## src/rtl/spi_frame_seq.sv

```systemverilog
// rtl/spi_frame_seq.sv - frame sequencer pushing CMD, ADDR and NBYTES buffered data bytes into an SPI FIFO
// Optional trailing XOR checksum byte when SPI_FRAME_SEQ_CHECKSUM_EN is defined.
module spi_frame_seq #(
   parameter int         NBYTES    = 8,
   parameter logic [7:0] CMD_BYTE  = 8'h40,
   parameter logic [7:0] ADDR_BYTE = 8'hC0
) (
   input  logic       clk,
   input  logic       rst,
   input  logic       buf_we,
   input  logic [3:0] buf_addr,
   input  logic [7:0] buf_wdata,
   input  logic       start,
   input  logic       full,
   output logic       write,
   output logic [7:0] data,
   output logic       busy,
   output logic       done,
   output logic       buf_err
);

   localparam logic [4:0] NB_LIM   = 5'(NBYTES);
   localparam logic [3:0] LAST_IDX = 4'(NBYTES - 1);

   typedef enum logic [2:0] {
      IDLE,
      CMD,
      ADDR,
`ifdef SPI_FRAME_SEQ_CHECKSUM_EN
      DATA,
      CSUM
`else
      DATA
`endif
   } state_t;

   state_t     state, state_nxt;
   logic [3:0] idx, idx_nxt;
   logic       done_nxt;
   logic [7:0] buf_mem [NBYTES];
   logic [7:0] buf_byte;
   logic       buf_ok;
   logic       buf_reject;

   assign busy       = (state != IDLE);
   assign write      = busy && !full;
   assign buf_ok     = buf_we && !busy && ({1'b0, buf_addr} < NB_LIM);
   assign buf_reject = buf_we && !buf_ok;

   // Compare-based read mux keeps the 4-bit idx independent of NBYTES.
   always_comb begin
      buf_byte = 8'h00;
      for (int i = 0; i < NBYTES; i++) begin
         if (idx == 4'(i)) buf_byte = buf_mem[i];
      end
   end

`ifdef SPI_FRAME_SEQ_CHECKSUM_EN
   logic [7:0] csum;

   always_comb begin
      csum = CMD_BYTE ^ ADDR_BYTE;
      for (int i = 0; i < NBYTES; i++) begin
         csum = csum ^ buf_mem[i];
      end
   end
`endif

   always_comb begin
      state_nxt = state;
      idx_nxt   = idx;
      done_nxt  = 1'b0;
      data      = 8'h00;
      case (state)
         IDLE: begin
            if (start) state_nxt = CMD;
         end
         CMD: begin
            data = CMD_BYTE;
            if (write) state_nxt = ADDR;
         end
         ADDR: begin
            data = ADDR_BYTE;
            if (write) begin
               state_nxt = DATA;
               idx_nxt   = 4'd0;
            end
         end
         DATA: begin
            data = buf_byte;
            if (write) begin
               if (idx == LAST_IDX) begin
`ifdef SPI_FRAME_SEQ_CHECKSUM_EN
                  state_nxt = CSUM;
`else
                  state_nxt = IDLE;
                  done_nxt  = 1'b1;
`endif
               end else begin
                  idx_nxt = idx + 4'd1;
               end
            end
         end
`ifdef SPI_FRAME_SEQ_CHECKSUM_EN
         CSUM: begin
            data = csum;
            if (write) begin
               state_nxt = IDLE;
               done_nxt  = 1'b1;
            end
         end
`endif
         default: state_nxt = IDLE;
      endcase
   end

   always_ff @(posedge clk or negedge rst) begin
      if (!rst) begin
         state   <= IDLE;
         idx     <= 4'd0;
         done    <= 1'b0;
         buf_err <= 1'b0;
      end else begin
         state   <= state_nxt;
         idx     <= idx_nxt;
         done    <= done_nxt;
         buf_err <= buf_reject;
      end
   end

   // Buffer is frozen while busy, so the frame and checksum see stable bytes.
   always_ff @(posedge clk or negedge rst) begin
      if (!rst) begin
         for (int i = 0; i < NBYTES; i++) buf_mem[i] <= 8'h00;
      end else if (buf_ok) begin
         for (int i = 0; i < NBYTES; i++) begin
            if (buf_addr == 4'(i)) buf_mem[i] <= buf_wdata;
         end
      end
   end

endmodule

```

## config.mk

```make
export PLATFORM = sky130hd
export DESIGN_NAME = spi_frame_seq
export DESIGN_NICKNAME = d
export VERILOG_FILES = /design/src/rtl/spi_frame_seq.sv
export SDC_FILE = /design/constraint.sdc
export NUM_CORES = 1
export LEC_CHECK = 0
export ABC_AREA = 0
export CAP_MARGIN = 15
export CORE_MARGIN = 4
export CORE_UTILIZATION = 55
export DETAILED_ROUTE_END_ITERATION = 7
export GPL_TIMING_DRIVEN = 0
export PLACE_DENSITY = 0.82
export SLEW_MARGIN = 20
export SYNTH_ARGS = -nofsm -noshare
export SYNTH_HDL_FRONTEND = slang
export SYNTH_SLANG_ARGS = --single-unit
export TNS_END_PERCENT = 30
```

## constraint.sdc

```tcl
create_clock -name clk -period 3 [get_ports clk]
set_clock_uncertainty 0.2 [all_clocks]
set_input_delay 0.3 -clock clk [delete_from_list [all_inputs] [get_ports clk]]
set_output_delay 0.3 -clock clk [all_outputs]
set_load 0.1 [all_outputs]
```

* After elaboration in Yosys (flattened, before gate mapping)
Index checks and enable logic that the tools add are counted.
Storage, ports and cells: bits in registers 73, latch bits 0, RAM bits 0, ROM bits 0, input bits 17, output and inout port bits 12, word-level logic and storage cells 81, memories kept 0
Cells by class: add/sub/neg operators 1, multiply operators 0, divide/modulo/power cells 0, order comparisons 1, eq/ne operators 23, shift-type cells 0, muxes and demuxes 22, bitwise gates (word level) 0, reduce and logical (&&, ||, !) cells 22
Operators with widths (count):
- $mux 8 | 8
- $eq 4x3->1 const B | 8
- $pmux 8 s3 | 1
- $eq 4x2->1 const B | 4
- $reduce_and 2->1 | 8
- $mux 3 | 5
- $mux 4 | 3
- $ne 2x2->1 const B | 6
- $pmux 3 s4 | 1
- $eq 4x1->1 const B | 2
- $logic_not 4->1 | 2
- $pmux 4 s2 | 1
- $eq 3x2->1 const B | 2
- $reduce_and 5->1 | 1
- $add 4x1->4 const B | 1
- $logic_and 1x1->1 | 4
- $lt 4x4->1 const B | 1
- $reduce_and 4->1 | 1
- $eq 3x1->1 const B | 1
- $logic_not 1->1 | 3
- $logic_not 3->1 | 1
- $mux 1 | 3
- $reduce_bool 3->1 | 1
- $reduce_bool 2->1 | 1

* Logic depth before layout (Yosys ltp)
word-level depth 10, depth in mapped cells 9, mapped depth without buffers 6

* Least setup slack after synthesis
No wires, ideal clock.
path kind register -> output, start register idx[1], end output data[0], arrival time 4.249 ns, data required time 2.500 ns, slack -1.749 ns, stages on the path, launching flop included 9, buffers on the path 2, path through dfrtp_1 inv_1 ha_1 clkbuf_1 clkbuf_1 a21oi_1 o21ai_0 a221oi_1 nor4_1
On the way: word-level cells in the longest chain between the ends 10, elaborated cells on any way between the ends 17, those cells by class eq/ne: 7; mux: 9; reduce/logical: 1
Ends and longest elaborated chain:
- from (decl) | line 38 | logic [3:0] idx, idx_nxt;
- from (signal assigned) | line 125 | idx <= idx_nxt;
- $logic_not 4->1 | line 54 | if (idx == 4'(i)) buf_byte = buf_mem[i];
- $mux 8 (7 in a row) | line 54
- $mux 8 * | line 54
- $pmux 8 s3 * | line 74 | case (state)
- to (decl) | line 16 | output logic [7:0] data,
Mark *: on every way between the ends. The rest lies on a longest branch, timed or not.

* Worst setup path in the final report
start register idx[0], end output data[1]
Same word-level chain as after synthesis.

==> results.cfg <==
[global_route]
gr-total-overflow = 0
grt_pass1_vias = 3003
grt_use_total = 0.234
antenna_found_initial = 0
grt_pass1_wl_mm = 15.2
grt_start_max_net_pins = 59

[hold_path]
min-delay-path-class = input pin to asynchronous set/reset pin

[layout]
fillCellCount = 471
n_antenna_cell = 0
drive_gt1_frac = 0.341
fin_nets = 391
mostFrequentLayoutCells = dfrtp_1, mux2_2, a21oi_1
fin_util = 0.678
final_common_cell = dfrtp_1
fin_area_sq_mm = 0.00440
syn_to_final_growth_pct = 17.6

[synthesis]
synth_cell_types = 41
syn_nets = 356
synthArstFlopShare = 1.00
synth-seq-cells = 72
syn_inst = 331
yosysSeqAreaShare = 0.481
syn_area_sq_mm = 0.00374
ys.warnings.count = 0
synth_edf_count = 0
ys_top_cells_by_area = dfrtp_1, mux2_2, a21oi_1, ha_1, nor2b_1
synth_ff_type = dfrtp_1
syn_area_per_cell_sq_um = 11.3
synth_top_cell_by_area = dfrtp_1
netlist.area_leader.share = 0.481

[setup_path]
worstPathRequired_ps = 2500
worstPathArrival_ps = 2440
crit_path_start_kind = register
end_kind = primary output
worstSetupPathType = register to primary output
regToRegStartpoint = state[0]
cp_max_fo = 7
crit_start = idx[0]

[place]
port_buffers = 26
globalplace.congestion = 0.818
dpl_cell_area_sq_mm = 0.00415
place_hpwl_mm = 6.22

[clock_network]
tritoncts.num_buffers = 9
clockRootBuffer = clkbuf_8
cts_tree = built
clk_pin_slew_ps = 80
clock_path_buffers = 2
insertion_delay_ps = 350
cts.sinks = 72
htreeDepth = 3

[power_and_ir_drop]
p_leak_nw = 1.93
power_density_mw_per_mm2 = 1020
clkPwrFrac = 0.169
internal_power_mw = 2.61
pwr-share-comb = 0.468
vdd_drop_max_mv = 0.545
p_switching_mw = 1.87
seqPwrFrac = 0.363
switching_share = 0.417

[detailed_routing]
drtAntennaViolNets = 0
vias_per_cell = 6.44
drc = 0
drtIter0Drc = 241
dr.pass1.iters = 5
wl_per_cell_microns = 20.5
routed_wl_mm = 9.15
vias = 2879

[floorplan]
core_area_sq_mm = 0.00649
chipHeight_microns = 90.5
start_util = 0.576
rows = 29
dieWidth_microns = 90.5
die_area_sq_mm = 0.00819
num_io_pins = 29

[sta]
fin_crit_sh = 0.979
tightestPinTransition_ps = 970
rsz0062_at_grt = true
setup_tns_ps = 0
maxSlewHeadroom = 0.352
fmaxAchievable_mhz = 341
hold_violations = 0
slew_viol_final = 0
setup_violations = 0
fin_crit_ps = 2940

[outcome]
status = finished clean

[job]
drv_cap = 0
[power groups by stage]
stage | Combinational, mW | Clock (mW) | Sequential [mW]
floorplan | 1.52 | 0 | 1.57
CTS | 2.05 | 0.761 | 1.62
finish | 2.09 | 0.757 | 1.63
detailed placement | 1.99 | 0 | 1.63
global route | 2.26 | 0.804 | 1.68
global placement | 1.94 | 0 | 1.60
[synth_stat cells (2+ instances only)]
cell / number
dfrtp_1: 72
mux2_2: 65
a21oi_1: 27
inv_1: 20
clkbuf_1: 18
o21ai_0: 16
nor2b_1: 13
nor2_1: 10
nand2_1: 9
a221oi_1: 8
ha_1: 8
o32a_1: 8
a311oi_1: 7
a22oi_1: 6
o22ai_1: 4
nand2b_1: 3
nor4_1: 3
and3_1: 2
buf_4: 2
nand3_1: 2
nand3b_1: 2
nand3b_2: 2
nor3_1: 2
nor3b_2: 2
o21ai_1: 2
o221ai_1: 2
or3_1: 2
[metal layers]
layer / part of all wire / global-route usage / vias to the layer above / wire length [microns]
met2: 0.47 / 0.368 / 115 / 4290
met4: 0.041 / 0.134 / 0 / 379
li1: - / - / 1287 / -
met5: 0 / 0 / - / 0
met1: 0.43 / 0.310 / 1442 / 3940
met3: 0.059 / 0.0325 / 35 / 541
[registers in the layout, summed over array words and instances, names as in the netlist]
signal and cells:
idx 4, done 1, buf_err 1, state 2
buf_mem 64
[final cells by class]
class | count | area (sq um) | area share
multi-input combinational | 218 | 1850 | 0.421
sequential | 72 | 1810 | 0.410
timing repair buffer | 28 | 292 | 0.0662
clock buffer | 12 | 145 | 0.0330
tap | 77 | 96.3 | 0.0219
buffer | 17 | 92.6 | 0.0210
inverter | 20 | 75.1 | 0.0170
clock inverter | 3 | 42.5 | 0.00966
[repair_timing]
item | CTS | global route
pin swaps | 0 | 1
hold endpoints to repair | 72 | 0
hold buffers | 1 | 0
buffers inserted | 0 | 0
gates resized for setup | 74 | 23
setup endpoints to repair | 10 | 9
[per-stage QoR]
| stage | cells | setup slack, ps | power (mW) | hold WS [ps] |
|---|---|---|---|---|
| global placement | 434 | -1010 | 3.54 | 286 |
| finish | 447 | 64.3 | 4.48 | 145 |
| global route | 447 | -41.7 | 4.74 | 171 |
| floorplan | 331 | -552 | 3.09 | -196 |
| CTS | 449 | -8.59 | 4.42 | 145 |
| detailed placement | 435 | -879 | 3.62 | -17.8 |
[worst max-delay path: stages (launching register included)]
cell      delay, ps
dfrtp_2         440
inv_1           140
ha_1            180
nor2b_1         130
buf_2           220
a221oi_1        110
o32a_1          350
o21ai_1         240
buf_6           270
[final timing paths]
path / end / slack [ps] / depth (start not counted)
min in group clk: buf_mem[29] / 310 / 1
setup / recovery: data[1] / 60 / 8
max in group asynchronous: buf_mem[50] / 1910 / 3
hold / removal: buf_mem[40] / 140 / 2
setup reg to reg: buf_mem[9] / 510 / 6
hold reg to reg: buf_mem[29] / 310 / 1
[cells by family after synthesis]
group / count (synthesis) / synth area share
buffers and inverters: 41 / 0.0434
AOI/OAI and AO/OA: 85 / 0.151
and+or+nand+nor: 59 / 0.0989
DFF: 72 / 0.481
adders and majority gates: 8 / 0.0267
muxes: 66 / 0.198
Power figures use the tool's default switching activity.
